<file path="src/rtl/rs_chien_forney_p_if.sv">
// Parallel load of Λ/Ω into the Chien/Forney block and the per-position
// error-magnitude stream it returns.
interface rs_chien_forney_p_if #(
    parameter int M = 8,
    parameter int T = 6,
    parameter int N = 255
);
    localparam int PW = $clog2(N);
    localparam int CW = $clog2(T + 1) + 1;

    // start is taken only on a cycle where ready=1; the stream side has no
    // backpressure, so the consumer must accept every out_valid beat.
    logic                 start;
    logic                 ready;
    logic [(T+1)*M-1:0]   lambda_in;
    logic [T*M-1:0]       omega_in;
    logic                 out_valid;
    logic [PW-1:0]        err_pos;
    logic                 err_root;
    logic [M-1:0]         err_val;
    logic                 done;
    logic [CW-1:0]        err_cnt;
    logic                 fail;

    modport master (
        output start, lambda_in, omega_in,
        input  ready, out_valid, err_pos, err_root, err_val, done, err_cnt, fail
    );

    modport slave (
        input  start, lambda_in, omega_in,
        output ready, out_valid, err_pos, err_root, err_val, done, err_cnt, fail
    );
endinterface

</file>
<file path="src/rtl/rs_chien_forney_p.sv">
// Chien search over all codeword positions with an in-line Forney evaluator;
// emits one registered error magnitude per position, N-1 down to 0.
module rs_chien_forney_p #(
    parameter int         M    = 8,
    parameter logic [M:0] POLY = 9'h187,
    parameter int         T    = 6,
    parameter int         N    = 255,
    parameter int         FCR  = 0
) (
    input  logic               clk,
    input  logic               rst,
    rs_chien_forney_p_if.slave bus,
    output logic [1:0]         o_dbg_state
);
    localparam int SHORT = (1 << M) - 1 - N;
    localparam int PW    = $clog2(N);
    localparam int CW    = $clog2(T + 1) + 1;
    localparam int LW    = (T + 1) * M;
    localparam int OW    = T * M;

    typedef enum logic [1:0] {
        S_IDLE   = 2'd0,
        S_SKIP   = 2'd1,
        S_SEARCH = 2'd2
    } state_t;

    function automatic logic [M-1:0] gf_mul(input logic [M-1:0] a, input logic [M-1:0] b);
        logic [M-1:0] acc;
        logic [M-1:0] sh;
        acc = '0;
        sh  = a;
        for (int k = 0; k < M; k++) begin
            if (b[k]) acc = acc ^ sh;
            sh = sh[M-1] ? ((sh << 1) ^ POLY[M-1:0]) : (sh << 1);
        end
        return acc;
    endfunction

    function automatic logic [M-1:0] gf_apow(input int e);
        logic [M-1:0] r;
        r = M'(1);
        for (int k = 0; k < e; k++) r = gf_mul(r, M'(2));
        return r;
    endfunction

    // x^(2^M-2) = prod_{k=1..M-1} x^(2^k); a zero input collapses to zero.
    function automatic logic [M-1:0] gf_inv(input logic [M-1:0] x);
        logic [M-1:0] sq;
        logic [M-1:0] r;
        sq = x;
        r  = M'(1);
        for (int k = 1; k < M; k++) begin
            sq = gf_mul(sq, sq);
            r  = gf_mul(r, sq);
        end
        return r;
    endfunction

    localparam logic [M-1:0] C_ALPHA  = gf_apow(1);
    localparam logic [M-1:0] C_X_INIT = gf_apow(SHORT + 1);

    state_t          r_state;
    logic            r_ready;
    logic [M-1:0]    r_ctr;
    logic [M-1:0]    r_x;
    logic [CW-1:0]   r_deg;
    logic [CW-1:0]   r_cnt;
    logic            r_fail;
    logic            r_ov;
    logic [PW-1:0]   r_pos;
    logic            r_root;
    logic [M-1:0]    r_val;
    logic            r_done;
    logic [LW-1:0]   r_lam;
    logic [OW-1:0]   r_om;

    logic            w_load;
    logic            w_step;
    logic [LW-1:0]   w_lam_src;
    logic [LW-1:0]   w_lam_mul;
    logic [OW-1:0]   w_om_src;
    logic [OW-1:0]   w_om_mul;
    logic [M-1:0]    w_even;
    logic [M-1:0]    w_odd;
    logic [M-1:0]    w_om_sum;
    logic [M-1:0]    w_num;
    logic [M-1:0]    w_val;
    logic            w_root;
    logic [CW-1:0]   w_deg;
    logic [CW-1:0]   w_cnt_next;

    assign w_load    = (r_state == S_IDLE) && r_ready && bus.start;
    assign w_step    = (r_state != S_IDLE);
    assign w_lam_src = w_load ? bus.lambda_in : r_lam;
    assign w_om_src  = w_load ? bus.omega_in  : r_om;

    // One constant α^i scaler per coefficient serves both the load and every step.
    for (genvar gi = 0; gi <= T; gi++) begin : g_scale
        localparam logic [M-1:0] C_ALPHA_I = gf_apow(gi);
        assign w_lam_mul[gi*M +: M] = gf_mul(w_lam_src[gi*M +: M], C_ALPHA_I);
        if (gi < T) begin : g_om
            assign w_om_mul[gi*M +: M] = gf_mul(w_om_src[gi*M +: M], C_ALPHA_I);
        end
    end

    always_ff @(posedge clk or posedge rst) begin
        if (rst) begin
            r_lam <= '0;
            r_om  <= '0;
        end else if (w_load || w_step) begin
            r_lam <= w_lam_mul;
            r_om  <= w_om_mul;
        end
    end

    always_comb begin
        w_even   = '0;
        w_odd    = '0;
        w_om_sum = '0;
        w_deg    = '0;
        for (int i = 0; i <= T; i++) begin
            if (i % 2 == 0) w_even = w_even ^ r_lam[i*M +: M];
            else            w_odd  = w_odd  ^ r_lam[i*M +: M];
            if (bus.lambda_in[i*M +: M] != '0) w_deg = CW'(i);
        end
        for (int i = 0; i < T; i++) w_om_sum = w_om_sum ^ r_om[i*M +: M];
    end

    // Odd part equals x·Λ'(x); with FCR=1 the extra x moves into the numerator.
    assign w_num      = (FCR == 1) ? gf_mul(w_om_sum, r_x) : w_om_sum;
    assign w_root     = (w_even == w_odd);
    assign w_val      = w_root ? gf_mul(w_num, gf_inv(w_odd)) : '0;
    assign w_cnt_next = r_cnt + {{(CW-1){1'b0}}, w_root};

    // Leaving SEARCH lands in IDLE with ready still low for the done cycle;
    // ready rises on the following edge, so a start beside done is dropped.
    always_ff @(posedge clk or posedge rst) begin
        if (rst) begin
            r_state <= S_IDLE;
            r_ready <= 1'b1;
            r_ctr   <= '0;
            r_x     <= '0;
            r_deg   <= '0;
            r_cnt   <= '0;
            r_fail  <= 1'b0;
            r_ov    <= 1'b0;
            r_pos   <= '0;
            r_root  <= 1'b0;
            r_val   <= '0;
            r_done  <= 1'b0;
        end else begin
            r_ov   <= 1'b0;
            r_done <= 1'b0;
            case (r_state)
                S_IDLE: begin
                    if (!r_ready) begin
                        r_ready <= 1'b1;
                    end else if (bus.start) begin
                        r_ready <= 1'b0;
                        r_deg   <= w_deg;
                        r_cnt   <= '0;
                        r_fail  <= 1'b0;
                        r_x     <= C_X_INIT;
                        if (SHORT > 0) begin
                            r_state <= S_SKIP;
                            r_ctr   <= M'(SHORT - 1);
                        end else begin
                            r_state <= S_SEARCH;
                            r_ctr   <= M'(N - 1);
                        end
                    end
                end
                S_SKIP: begin
                    if (r_ctr == '0) begin
                        r_state <= S_SEARCH;
                        r_ctr   <= M'(N - 1);
                    end else begin
                        r_ctr <= r_ctr - 1'b1;
                    end
                end
                S_SEARCH: begin
                    r_ov   <= 1'b1;
                    r_pos  <= r_ctr[PW-1:0];
                    r_root <= w_root;
                    r_val  <= w_val;
                    r_x    <= gf_mul(r_x, C_ALPHA);
                    r_cnt  <= w_cnt_next;
                    r_fail <= r_fail | (w_root & (w_odd == '0))
                            | ((r_ctr == '0) & (w_cnt_next != r_deg));
                    if (r_ctr == '0) begin
                        r_state <= S_IDLE;
                        r_done  <= 1'b1;
                    end else begin
                        r_ctr <= r_ctr - 1'b1;
                    end
                end
                default: r_state <= S_IDLE;
            endcase
        end
    end

    assign bus.ready     = r_ready;
    assign bus.out_valid = r_ov;
    assign bus.err_pos   = r_pos;
    assign bus.err_root  = r_root;
    assign bus.err_val   = r_val;
    assign bus.done      = r_done;
    assign bus.err_cnt   = r_cnt;
    assign bus.fail      = r_fail;
    assign o_dbg_state   = r_state;
endmodule

</file>
<file path="src/flat_wrapper.sv">
// flat-port wrapper written by rule: the top's interface ports become plain ports
module rs_chien_forney_p_flat 
#(
    parameter int         M    = 8,
    parameter logic [M:0] POLY = 9'h187,
    parameter int         T    = 6,
    parameter int         N    = 255,
    parameter int         FCR  = 0
)
  (clk, rst, o_dbg_state, bus_start, bus_lambda_in, bus_omega_in, bus_ready, bus_out_valid, bus_err_pos, bus_err_root, bus_err_val, bus_done, bus_err_cnt, bus_fail);
  rs_chien_forney_p_if #(.M(M), .T(T), .N(N)) bus_i ();
  input  logic clk;
  input  logic rst;
  output logic [1:0] o_dbg_state;
  input wire logic [$bits(bus_i.start)-1:0] bus_start;
  input wire logic [$bits(bus_i.lambda_in)-1:0] bus_lambda_in;
  input wire logic [$bits(bus_i.omega_in)-1:0] bus_omega_in;
  output wire logic [$bits(bus_i.ready)-1:0] bus_ready;
  output wire logic [$bits(bus_i.out_valid)-1:0] bus_out_valid;
  output wire logic [$bits(bus_i.err_pos)-1:0] bus_err_pos;
  output wire logic [$bits(bus_i.err_root)-1:0] bus_err_root;
  output wire logic [$bits(bus_i.err_val)-1:0] bus_err_val;
  output wire logic [$bits(bus_i.done)-1:0] bus_done;
  output wire logic [$bits(bus_i.err_cnt)-1:0] bus_err_cnt;
  output wire logic [$bits(bus_i.fail)-1:0] bus_fail;
  assign bus_i.start = bus_start;
  assign bus_i.lambda_in = bus_lambda_in;
  assign bus_i.omega_in = bus_omega_in;
  assign bus_ready = bus_i.ready;
  assign bus_out_valid = bus_i.out_valid;
  assign bus_err_pos = bus_i.err_pos;
  assign bus_err_root = bus_i.err_root;
  assign bus_err_val = bus_i.err_val;
  assign bus_done = bus_i.done;
  assign bus_err_cnt = bus_i.err_cnt;
  assign bus_fail = bus_i.fail;
  rs_chien_forney_p #(.M(M), .POLY(POLY), .T(T), .N(N), .FCR(FCR)) u_core (.clk(clk), .rst(rst), .bus(bus_i), .o_dbg_state(o_dbg_state));
endmodule
</file>
<file path="config.mk">
export PLATFORM = sky130hd
export DESIGN_NAME = rs_chien_forney_p_flat
export DESIGN_NICKNAME = d
export VERILOG_FILES = /design/src/rtl/rs_chien_forney_p_if.sv /design/src/rtl/rs_chien_forney_p.sv /design/src/flat_wrapper.sv
export SDC_FILE = /design/constraint.sdc
export NUM_CORES = 1
export LEC_CHECK = 0
export ABC_AREA = 0
export BUFFER_PORTS_ARGS = -buffer_cell sky130_fd_sc_hd__clkbuf_2
export CAP_MARGIN = 0
export CORE_MARGIN = 5
export CORE_UTILIZATION = 65
export DETAILED_ROUTE_END_ITERATION = 8
export HOLD_SLACK_MARGIN = 0.15
export PLACE_DENSITY = 0.89
export SKIP_LAST_GASP = 1
export SYNTH_ARGS = -nofsm -noshare
export SYNTH_HDL_FRONTEND = slang
export SYNTH_SLANG_ARGS = --single-unit
</file>
<file path="constraint.sdc">
create_clock -name clk -period 20.5 [get_ports clk]
set_clock_uncertainty 0.15 [all_clocks]
set_input_delay 1.025 -clock clk [delete_from_list [all_inputs] [get_ports clk]]
set_output_delay 1.025 -clock clk [all_outputs]
set_load 0.05 [all_outputs]
</file>
==> results of run 1 <==
routing by layer:
layer	vias to the layer above	global-route usage [%]
li1	10600	-
met1	11200	47.9
met2	1434	56.3
met3	249	4.66
met4	8	12.6
met5	-	0
worst min path at each step:
stage / from / end / slack (ns) / cells past startpoint
2_1_floorplan: u_core.o_dbg_state[1] / u_core.bus.out_valid / 0.29 / 0
3_3_place_gp: u_core.bus.err_val[7] / u_core.bus.err_val[7] / 0.32 / 2
3_5_place_dp: u_core.bus.err_val[2] / u_core.bus.err_val[2] / 0.32 / 2
4_1_cts: u_core.r_deg[0] / u_core.r_deg[0] / 0.35 / 2
5_1_grt: u_core.r_om[2] / u_core.r_om[2] / 0.37 / 2
6_report: u_core.r_deg[0] / u_core.r_deg[0] / 0.35 / 2
sequential cells by signal (all words and copies together) (netlist names):
| name | count |
|---|---|
| u_core.bus.done | 1 |
| u_core.bus.err_cnt | 4 |
| u_core.o_dbg_state | 1 |
| u_core.bus.fail | 1 |
| u_core.bus.ready | 1 |
| u_core.r_lam | 56 |
| u_core.r_om | 48 |
| u_core.r_ctr | 8 |
| u_core.bus.err_root | 1 |
| u_core.r_deg | 3 |
| u_core.bus.err_val | 8 |
| u_core.bus.err_pos | 8 |
| u_core.bus.out_valid | 1 |
cell usage after synthesis (12+ instances only):
cell / instances
xnor2_1: 485
nor2_1: 374
nand2_1: 350
a21oi_1: 176
xor2_1: 160
o21ai_0: 156
dfrtp_1: 140
clkbuf_1: 135
mux2i_1: 113
xnor3_1: 97
nand3_1: 63
nor3_1: 61
o22ai_1: 45
buf_2: 40
mux2_2: 37
a211oi_1: 31
inv_1: 31
nor4_1: 31
xnor2_2: 31
a31oi_1: 22
and3_1: 19
a22oi_1: 18
and2_1: 18
buf_1: 17
o21ai_1: 17
nand2b_1: 16
nor2b_1: 16
or3_1: 16
o211ai_1: 15
o31ai_1: 14
xor2_2: 12
xor3_1: 12
critical path: cells and delay by family, from the launching register on:
family          cells  cell delay (ns)
compound gates     10             2.73
flops               1             0.57
simple gates        4             1.14
fa+ha+maj           3             1.63
mux                 4             1.26
buf+inv             4             1.17
xor+xnor           27            10.50
area by class of cell:
type                            instances  area share (%)
Antenna cell                            2          0.0191
Clock buffer                           17            1.63
Clock inverter                         15           0.746
Inverter                               40           0.593
Multi-Input combinational cell       2648            76.2
Sequential cell                       141            13.5
Tap cell                              511            2.44
Timing Repair Buffer                  214            4.88
logic make-up (layout without fill, tap and decap cells):
family / count (synthesis) / in the layout / synth area share (%)
AND/OR/NAND/NOR: 1028 / 1028 / 18.7
XOR/XNOR: 819 / 819 / 38.4
AO/OA/AOI/OAI: 628 / 628 / 16.5
buffers and inverters: 245 / 286 / 4.22
multiplexers: 160 / 160 / 7.03
flip-flops: 141 / 141 / 14.5
adder cells (fa/ha/maj): 12 / 12 / 0.610
other: 1 / 3 / 0.0154
per-stage QoR:
stage	hold WS (ns)	util, %	cells	setup WS, ns
2_1_floorplan	0.293	-	3034	2.61
3_3_place_gp	0.315	68.3	3554	1.78
3_5_place_dp	0.324	68.3	3554	1.06
4_1_cts	0.349	69.9	3586	0.932
5_1_grt	0.372	70.0	3588	0.0522
6_report	0.347	70.0	3588	1.21
==> results.cfg, run 1 <==
[run_status]
status = complete, no violations

[synth]
yosys.area.top_type = xnor2_1
yosysSeqAreaShare_pct = 14.5
synthFlopType = dfrtp_1
netlist_area_mm2 = 0.0244
syn_area_per_cell_um2 = 8.04
synth_warnings = 0
syn-num-nets = 3152
postSynth.asyncResetShare_pct = 100
synthCells = 3034
synth_edf_count = 0
synth.top_cell.area_share_pct = 17.4
synth.top_cells.by_area = xnor2_1 17%, dfrtp_1 14%, xnor3_1 9.0%
synth_seq_cells = 141
yosysUniqueCellTypes = 112

[routing]
wl_per_cell_um = 20.8
totalWireLength_um = 74500
drc = 0
avgViaCountPerCell = 6.54
via_count = 23500
ant_nets = 0
drtIter0Drc = 3074
highest_layer = met5
wl_met2_um = 34400
wl_met3_um = 7380
first_pass_iters = 6
wl_met1_um = 30000

[die]
io_pins = 134
rows = 71
core_mm2 = 0.0374
start_util_pct = 65.3
die_w_um = 204
dieArea_mm2 = 0.0415
die_y_um = 204

[sta]
worst_pin_slew_ns = 1.32
post-route-min-period_ns = 19.29
setup_tns_ns = 0
hold_viol_final = 0
setup_viol = 0
fin_crit_sh_pct = 94.1
slew_viol_final = 0
rsz0062_at_grt = false
timing.slew.headroom_pct = 11.1
fmax_mhz = 51.8

[final_layout]
final_cell_mix = 476 x xnor2_1, 372 x nor2_1, 349 x nand2_1, 175 x a21oi_1, 159 x xor2_1
final_layout_size_suffix_gt1_share_pct = 13.9
layout_commonest_cell = xnor2_1
stdcell_area_mm2 = 0.0262
final_nets = 3180
syn_to_final_growth_pct = 7.26
seq_area_mm2 = 0.00353
fillers = 2868
multi_input_area_mm2 = 0.0199

[critical_path]
start_kind = flip-flop
reg2reg_to = u_core.bus.err_val[7]
crit_path_end = u_core.bus.err_val[7]
max_stage_delay_ns = 0.73
r2r-start = u_core.r_lam[15]
slowest_stage = xnor3_1
crit_top_cell = xnor2_1
r2r.worst_path.cells = 52
r2r_setup_slack_ns = 1.21
crit_start = u_core.r_lam[15]
worstPathArrival_ns = 19.48
worstPathRequired_ns = 20.69
crit_type = reg2reg
worstSetupEndpointType = flip-flop
cp_max_fo = 17

[clock_network]
cts_sinks = 141
hold_buffers = 0
cts_tree = yes
insertion_delay_ns = 0.44
ctsLongestPathBuffers = 2
cts_max_level = 4
cts.clk_slew.worst_paths_ns = 0.07
cts-root-buf = clkbuf_16
cts_buffers = 17
post_cts_buffers = 0
cts_resized = 0

[hold_path]
min_path_type = reg2reg

[grt]
grt_usage_pct = 34.7
grt_pass1_wl_um = 120000
grt_max_degree = 99
antenna_found_initial = 6
grt_pass1_vias = 22600
grt_remaining_overflow = 0

[placement]
place_congestion = 1.02
port_buffers = 132
dp_hpwl_um = 53100
place_area_mm2 = 0.0255

[flow_run]
drv_cap = 0
Power of run 1 is left out: the tool's default activity adds up to more than one toggle a clock period on the data nets, which glitch-free logic cannot reach.
==> run 2, diff against run 1 <==
CORE_MARGIN = 4   (was 5)
REMOVE_ABC_BUFFERS = 1   (was default)
==> run 2 against run 1 <==
  * Die area fell by 2.0%
  * Sequential cell count did not move
  * Sequential share of layout area grew 0.066 points
  * First-iteration DRC count decreased by 3.4%
  * Non-clock buffer count decreased by 6
  * Count of clock-buffer cells in the layout grew 1
  * Largest cell class unchanged
==> results.cfg, run 2 (synthesis gave the netlist of run 1 again) <==
[run_status]
status = complete, no violations

[critical_path]
crit_type = reg2reg
r2r-start = u_core.r_lam[43]
slowest_stage = xnor3_1
start_kind = flip-flop
worstSetupEndpointType = flip-flop
worstPathArrival_ns = 19.49
max_stage_delay_ns = 0.72
worstPathRequired_ns = 20.69
crit_top_cell = xnor2_1
cp_max_fo = 29
r2r.worst_path.cells = 53
r2r_setup_slack_ns = 1.20
reg2reg_to = u_core.bus.err_val[7]

[final_layout]
fillers = 2722
seq_area_mm2 = 0.00353
final_layout_size_suffix_gt1_share_pct = 13.7
final_nets = 3174
multi_input_area_mm2 = 0.0199
largest_reg_flops = 56
regMostFlops = u_core.r_lam
layout_commonest_cell = xnor2_1
syn_to_final_growth_pct = 6.74
final_cell_mix = 477 x xnor2_1, 372 x nor2_1, 349 x nand2_1, 175 x a21oi_1, 158 x xor2_1
reg.largest.list = u_core.r_lam x56, u_core.r_om x48

[routing]
ant_nets = 0
drtIter0Drc = 2968
totalWireLength_um = 72400
wl_per_cell_um = 20.4
avgViaCountPerCell = 6.60
first_pass_iters = 8
via_count = 23400
drc = 0

[clock_network]
cts_buffers = 17
cts_max_level = 4
cts.clk_slew.worst_paths_ns = 0.07
post_cts_buffers = 0
cts-root-buf = clkbuf_16
cts_tree = yes
cts_sinks = 141
ctsLongestPathBuffers = 2
hold_buffers = 0
insertion_delay_ns = 0.44

[die]
start_util_pct = 66.3
dieArea_mm2 = 0.0407
rows = 70
io_pins = 134
core_mm2 = 0.0368
die_y_um = 202
die_w_um = 202

[sta]
slew_viol_final = 0
post-route-min-period_ns = 19.30
setup_viol = 0
timing.slew.headroom_pct = 24.7
fin_crit_sh_pct = 94.1
worst_pin_slew_ns = 1.13
hold_slack_ns = 0.341
hold_viol_final = 0
rsz0062_at_grt = false
fmax_mhz = 51.8

[placement]
port_buffers = 132
dp_hpwl_um = 51300
place_congestion = 1.01

[grt]
grt_usage_pct = 34.1
grt_pass1_vias = 22600
grt_use_met1_pct = 43.8
antenna_found_initial = 7
use_met3_pct = 6.03
use_met2_pct = 55.4
grt_remaining_overflow = 0
grt_max_degree = 83
grt_pass1_wl_um = 116000
top_usage_layer = met2

[hold_path]
holdPathEnd = u_core.bus.err_val[3]
min_path_cells = 2
min_path_type = reg2reg
min-delay-start = u_core.bus.err_val[3]

[flow_run]
drv_cap = 0
[run 2: layout make-up]
| cell class | instances | area share (%) |
|---|---|---|
| clock inverters | 14 | 0.567 |
| diodes | 6 | 0.0576 |
| flip-flops and latches | 141 | 13.6 |
| clock buffers | 18 | 1.69 |
| multi-input cells | 2648 | 76.6 |
| repair buffers | 208 | 4.73 |
| inverters | 40 | 0.596 |
| well taps | 468 | 2.25 |
[run 2: worst max-delay path by stage]
| stage | start | end | slack (ns) | cells after the start |
|---|---|---|---|---|
| detailed placement | u_core.r_lam[15] | u_core.bus.err_val[7] | 1.21 | 59 |
| CTS | u_core.r_lam[15] | u_core.bus.err_val[6] | 1.12 | 59 |
| finish | u_core.r_lam[43] | u_core.bus.err_val[7] | 1.20 | 53 |
| floorplan | u_core.r_lam[43] | u_core.bus.err_val[5] | -0.88 | 59 |
| global route | u_core.r_lam[15] | u_core.bus.err_val[6] | 0.08 | 59 |
| global placement | u_core.r_lam[47] | u_core.bus.err_val[0] | 1.90 | 53 |
[run 2: critical path, delay by kind of cell (launching register included)]
kind | cells | cell delay (ns)
adders and majority gates | 2 | 1.19
DFF | 1 | 0.46
xor gates and xnor gates | 27 | 10.55
muxes | 5 | 1.63
and+or+nand+nor | 6 | 1.47
AOI/OAI and AO/OA | 9 | 2.47
buffers and inverters | 4 | 1.21
[run 2: routing by layer]
layer | vias to the layer above | wire length (um)
met4 | 2 | 4040
li1 | 10600 | -
met2 | 1456 | 33800
met3 | 318 | 6690
met5 | - | 13
met1 | 11000 | 27900
[run 2: what timing repair did]
action,CTS,global route
endpoints found under the hold margin,0,0
gates resized for setup,0,4
setup endpoints to repair,0,8
[run 2: per-stage QoR]
step	util [%]	TNS [ns]	instances	worst slack, ns	cell area [um2]
floorplan	-	-6.73	2829	-0.878	23500
global placement	69.1	0	3505	1.90	25400
detailed placement	69.1	0	3505	1.21	25400
CTS	70.7	0	3537	1.12	26000
global route	70.8	0	3543	0.0829	26100
finish	70.8	0	3543	1.20	26100
Power of run 2 is left out for the same reason.
